$ cat config.mk
export PLATFORM = sky130hd
export DESIGN_NAME = alu_frame_sequencer
export DESIGN_NICKNAME = d
export VERILOG_FILES = /design/src/rtl/alu_frame_sequencer.sv
export SDC_FILE = /design/constraint.sdc
export NUM_CORES = 1
export LEC_CHECK = 0
export CORE_ASPECT_RATIO = 0.8
export CORE_MARGIN = 1
export CORE_UTILIZATION = 25
export DETAILED_ROUTE_END_ITERATION = 8
export GPL_TIMING_DRIVEN = 0
export PLACE_DENSITY = 0.58
export SYNTH_ARGS = -nofsm -noshare
export SYNTH_HDL_FRONTEND = slang
export SYNTH_SLANG_ARGS = --single-unit
$ cat constraint.sdc
create_clock -name CLK -period 2.2 [get_ports CLK]
set_clock_uncertainty 0.15 [all_clocks]
set_input_delay 0.22 -clock CLK [delete_from_list [all_inputs] [get_ports CLK]]
set_output_delay 0.22 -clock CLK [all_outputs]
set_load 0.01 [all_outputs]
$ cat src/rtl/alu_frame_sequencer.sv
// -----------------------------------------------------------------------------
// alu_frame_sequencer
//
// Front end for the combinational ALU. Collects a three-byte frame
// (operand 1, operand 2, opcode) from a valid/ready byte stream, drives the
// registered operands/opcode into the ALU, samples the ALU result one cycle
// later and offers it on a valid/ready result port.
//
// Optional feature macro: OPCODE_CHECK_EN
//   defined   : an opcode outside the supported set yields RES_DATA = 0 and
//               ERR = 1 for that result (cleared on the result handshake).
//   undefined : ERR is tied low and every opcode returns ALU_OUT.
//
// Ports
//   CLK        in   clock, rising edge
//   RST_N      in   asynchronous active-low reset
//   IN_DATA    in   frame byte
//   IN_VALID   in   IN_DATA valid
//   IN_READY   out  byte accepted this cycle (GET_* states, reset released)
//   OP1/OP2    out  registered ALU operands
//   OPCODE     out  registered ALU opcode (low OPCODE_BUS bits of the byte)
//   ALU_OUT    in   combinational ALU result
//   RES_DATA   out  captured result
//   RES_VALID  out  RES_DATA valid
//   RES_READY  in   consumer accepts result
//   ERR        out  unsupported-opcode flag
// -----------------------------------------------------------------------------
module alu_frame_sequencer #(
  parameter int DATA_BUS   = 8,
  parameter int OPCODE_BUS = 6
) (
  input  logic                  CLK,
  input  logic                  RST_N,
  input  logic [DATA_BUS-1:0]   IN_DATA,
  input  logic                  IN_VALID,
  output logic                  IN_READY,
  output logic [DATA_BUS-1:0]   OP1,
  output logic [DATA_BUS-1:0]   OP2,
  output logic [OPCODE_BUS-1:0] OPCODE,
  input  logic [DATA_BUS-1:0]   ALU_OUT,
  output logic [DATA_BUS-1:0]   RES_DATA,
  output logic                  RES_VALID,
  input  logic                  RES_READY,
  output logic                  ERR
);

  typedef enum logic [2:0] {
    ST_GET_OP1 = 3'd0,
    ST_GET_OP2 = 3'd1,
    ST_GET_OPC = 3'd2,
    ST_EXEC    = 3'd3,
    ST_SEND    = 3'd4
  } state_t;

  state_t                r_state;
  state_t                w_state_nxt;
  logic                  w_get_state;
  logic [DATA_BUS-1:0]   r_op1;
  logic [DATA_BUS-1:0]   r_op2;
  logic [OPCODE_BUS-1:0] r_opcode;
  logic [DATA_BUS-1:0]   r_res_data;
  logic                  r_res_valid;

`ifdef OPCODE_CHECK_EN
  localparam logic [OPCODE_BUS-1:0] OPC_ADD = OPCODE_BUS'(6'b100000);
  localparam logic [OPCODE_BUS-1:0] OPC_SUB = OPCODE_BUS'(6'b100010);
  localparam logic [OPCODE_BUS-1:0] OPC_AND = OPCODE_BUS'(6'b100100);
  localparam logic [OPCODE_BUS-1:0] OPC_OR  = OPCODE_BUS'(6'b100101);
  localparam logic [OPCODE_BUS-1:0] OPC_XOR = OPCODE_BUS'(6'b100110);
  localparam logic [OPCODE_BUS-1:0] OPC_SRA = OPCODE_BUS'(6'b000011);
  localparam logic [OPCODE_BUS-1:0] OPC_SRL = OPCODE_BUS'(6'b000010);
  localparam logic [OPCODE_BUS-1:0] OPC_NOR = OPCODE_BUS'(6'b100111);

  logic r_err;

  // Membership test against the set of opcodes the ALU implements.
  function automatic logic opcode_supported(input logic [OPCODE_BUS-1:0] opc);
    logic ok;
    case (opc)
      OPC_ADD, OPC_SUB, OPC_AND, OPC_OR,
      OPC_XOR, OPC_SRA, OPC_SRL, OPC_NOR: ok = 1'b1;
      default:                            ok = 1'b0;
    endcase
    return ok;
  endfunction
`endif

  // The byte port is open only while collecting a frame; during reset the
  // state already reads GET_OP1, so RST_N gates it explicitly.
  assign w_get_state = (r_state == ST_GET_OP1) || (r_state == ST_GET_OP2) ||
                       (r_state == ST_GET_OPC);
  assign IN_READY    = w_get_state & RST_N;

  // State register.
  always_ff @(posedge CLK or negedge RST_N) begin
    if (!RST_N) begin
      r_state <= ST_GET_OP1;
    end else begin
      r_state <= w_state_nxt;
    end
  end

  // Next-state decode. IN_READY is 1 in every GET_* state while out of
  // reset, so IN_VALID alone marks a transfer there.
  always_comb begin
    w_state_nxt = r_state;
    case (r_state)
      ST_GET_OP1: begin
        if (IN_VALID) w_state_nxt = ST_GET_OP2;
        else          w_state_nxt = ST_GET_OP1;
      end
      ST_GET_OP2: begin
        if (IN_VALID) w_state_nxt = ST_GET_OPC;
        else          w_state_nxt = ST_GET_OP2;
      end
      ST_GET_OPC: begin
        if (IN_VALID) w_state_nxt = ST_EXEC;
        else          w_state_nxt = ST_GET_OPC;
      end
      ST_EXEC: begin
        w_state_nxt = ST_SEND;
      end
      ST_SEND: begin
        if (RES_READY) w_state_nxt = ST_GET_OP1;
        else           w_state_nxt = ST_SEND;
      end
      default: begin
        w_state_nxt = ST_GET_OP1;
      end
    endcase
  end

  // Frame capture, result capture and result handshake.
  always_ff @(posedge CLK or negedge RST_N) begin
    if (!RST_N) begin
      r_op1       <= '0;
      r_op2       <= '0;
      r_opcode    <= '0;
      r_res_data  <= '0;
      r_res_valid <= 1'b0;
`ifdef OPCODE_CHECK_EN
      r_err       <= 1'b0;
`endif
    end else begin
      case (r_state)
        ST_GET_OP1: begin
          if (IN_VALID) r_op1 <= IN_DATA;
        end
        ST_GET_OP2: begin
          if (IN_VALID) r_op2 <= IN_DATA;
        end
        ST_GET_OPC: begin
          // Upper byte bits beyond the opcode width are ignored.
          if (IN_VALID) r_opcode <= IN_DATA[OPCODE_BUS-1:0];
        end
        ST_EXEC: begin
          // ALU has had a full cycle to settle on the registered operands.
          r_res_valid <= 1'b1;
`ifdef OPCODE_CHECK_EN
          if (opcode_supported(r_opcode)) begin
            r_res_data <= ALU_OUT;
            r_err      <= 1'b0;
          end else begin
            r_res_data <= '0;
            r_err      <= 1'b1;
          end
`else
          r_res_data <= ALU_OUT;
`endif
        end
        ST_SEND: begin
          if (RES_READY) begin
            r_res_valid <= 1'b0;
`ifdef OPCODE_CHECK_EN
            r_err       <= 1'b0;
`endif
          end
        end
        default: begin
          r_res_valid <= 1'b0;
        end
      endcase
    end
  end

  assign OP1       = r_op1;
  assign OP2       = r_op2;
  assign OPCODE    = r_opcode;
  assign RES_DATA  = r_res_data;
  assign RES_VALID = r_res_valid;
`ifdef OPCODE_CHECK_EN
  assign ERR       = r_err;
`else
  assign ERR       = 1'b0;
`endif

endmodule

==> results.toml <==
[global_route]
antenna_found_initial = 0
grt_pass1_wl_um = 4920
grt_pass1_vias = 982
overflow = 0
grtUsageTotal = 0.117
grt_max_degree = 35

[final_layout]
areaGrowthSynthToFinish_pct = 51.7
design_area_um2 = 2070
fin_util = 0.405
antenna_cells = 0
nets = 167
drive_gt1_frac = 0.331

[yosys]
ys_async_sr_fraction = 1.00
ys_types = 18
synth_top_area_cell = "dfrtp_1"
synthesis.area_um2 = 1370
synth_top_area_frac = 0.623
netlist_instances = 87
synth-seq-cells = 34
avgSynthCellArea_um2 = 15.7
synth.most_common_cell = "dfrtp_1"
yosys-top-cells-area = "dfrtp_1 (62%), mux2_2 (25%), nor4b_4 (1.7%), a21oi_1 (1.1%), buf_2 (1.1%)"
yosys_warnings = 0
syn_nets = 107
synth.top_cells.by_count = "dfrtp_1 (34), mux2_2 (30), a21oi_1 (3), buf_2 (3)"
ys_seq_area_frac = 0.623
synth_edf_count = 0
synthFlopType = "dfrtp_1"

[power_and_ir_drop]
p_clk_frac = 0.154
p_sw_frac = 0.297
power_density_nw_per_um2 = 1440
p_sw_uw = 884
p_int_uw = 2090
comb_power_share = 0.476
seq_power_share = 0.369
irDropWorstVdd_mv = 0.622
leakage_uw = 0.000873

[timing]
rsz0062_at_grt = "no"
fin_crit_sh = 0.829
slew_headroom = 0.553
setup_viol = 0
fin_hold_ws_ps = 329
fin_setup_tns_ps = 0
fin_crit_ps = 1820
setup_ws_ps = 375
drv_slew = 0
fmax_mhz = 548
final-hold-violation-count = 0
tightest_slew_ps = 668

[outcome]
status = "finished, final reports clean"

[clocking]
cts_max_path_buffers = 2
cts.sinks = 34
cts_root_buf = "clkbuf_8"
worstSkewPairLatency_ps = 280
htreeDepth = 2
clkTransAtPathRegs_ps = 60
cts_buffers = 5
cts_tree = "done"
post-cts-setup-buffer-count = 0

[worst_setup_path]
required_ps = 2210
reg2reg_depth = 3
cp_slowest_cell = "nor4b_4"
slowest_delay_ps = 630
path_class = "flop to flop"
cp.arrival_ps = 1840
critPathLaunchType = "flop"
worstPathCellList = "buf_6, nor4b_4, mux2_2"
endpoint_kind = "flop"
r2r_end = "OP1[4]"
regToRegSetupSlack_ps = 380
critPathMaxFanout = 10
r2r_start = "r_state[0]"

[floorplanning]
initial_core_util = 0.267
coreArea_um2 = 5120
die_x_um = 84.7
die_h_um = 68.1
rows = 23
io_pins = 53
die_area_um2 = 5770

[placed_design]
gp_congestion = 0.635
placed_area_um2 = 1950
place_ws_ps = 73.9
placement.io_buffers = 51
dp_hpwl_um = 2060

[min_path]
hold_class = "primary input to async pin"

[detailed_routing]
routed_wirelength_um = 2870
routedWlPerCell_um = 13.7
drt_iter0_drc = 23
drt_first_pass_iters = 3
vias_per_cell = 4.31
vias = 906
drc_errors = 0
postRouteAntennaNets = 0

[run]
max-cap-violations = 0
-- power groups by stage --
stage	Clock [uW]	Sequential, uW	Combinational, uW
after floorplan	0	1240	541
after global placement	0	1090	1410
after detailed placement	0	1110	1440
after CTS	482	1100	1450
after global routing	518	1140	1530
final	459	1100	1420
-- what timing repair did --
action | 4_1_cts | 5_1_grt
setup endpoints to repair | 0 | 1
endpoints found under the hold margin | 34 | 0
hold buffers | 2 | 0
gates resized for setup | 0 | 1
-- per-layer routing --
layer | wire, um | track usage | vias up
met4 | 69 | 0.0572 | 0
met2 | 1480 | 0.199 | 27
li1 | - | - | 427
met1 | 1190 | 0.134 | 446
met3 | 143 | 0.0422 | 6
met5 | 0 | 0 | -
-- worst max-delay path by stage --
| stage | from | endpoint | slack, ps |
|---|---|---|---|
| floorplan | r_state[0] | OP1[0] | 600 |
| CTS | RST_N | IN_READY | 100 |
| global route | r_state[1] | OP1[0] | 260 |
| global placement | RST_N | IN_READY | -890 |
| detailed placement | RST_N | IN_READY | 70 |
| finish | r_state[0] | OP1[4] | 380 |
-- cell usage in the layout, fill, tap and decap left out, drive strengths merged, types with 2 or more instances in the layout --
| cell type | netlist | final |
|---|---|---|
| mux2 | 30 | 30 |
| clkbuf | 0 | 7 |
| dfrtp | 34 | 34 |
| a21oi | 3 | 3 |
| nand3b | 2 | 2 |
| buf | 6 | 8 |
| nand2b | 2 | 2 |
| clkdlybuf4s50 | 0 | 49 |
-- critical path, delay by kind of cell (launching register included) --
family / cells / cell delay, ps
flops: 1 / 380
simple gates: 1 / 630
buf+inv: 1 / 140
mux: 1 / 410
-- flip-flops by register name, summed over array words and instances, names as in the netlist --
| signal | count |
|---|---|
| RES_DATA | 8 |
| OP2 | 8 |
| OPCODE | 6 |
| r_state | 3 |
| OP1 | 8 |
| RES_VALID | 1 |
-- cells by family after synthesis --
kind of cell / count (synthesis) / share of synthesized area
multiplexers: 30 / 0.247
AO/OA/AOI/OAI: 6 / 0.0302
other: 1 / 0.00274
flip-flops: 34 / 0.623
buffers and inverters: 7 / 0.0330
AND/OR/NAND/NOR: 9 / 0.0641
-- cell type report --
| type | count | area [um2] |
|---|---|---|
| inverter | 1 | 3.75 |
| buffer | 6 | 41.3 |
| fill | 456 | 3050 |
| timing repair buffer | 53 | 538 |
| multi-input combinational | 46 | 470 |
| clock inverter | 1 | 5.00 |
| tap | 62 | 77.6 |
| clock buffer | 7 | 86.3 |
| sequential | 34 | 851 |
-- through the flow --
step,std cells,power [uW]
after global placement,200,2510
after global routing,210,3190
after floorplan,87,1780
after detailed placement,200,2550
final,210,2980
after CTS,210,3030
Note: power is estimated with default switching activity, not from simulation.
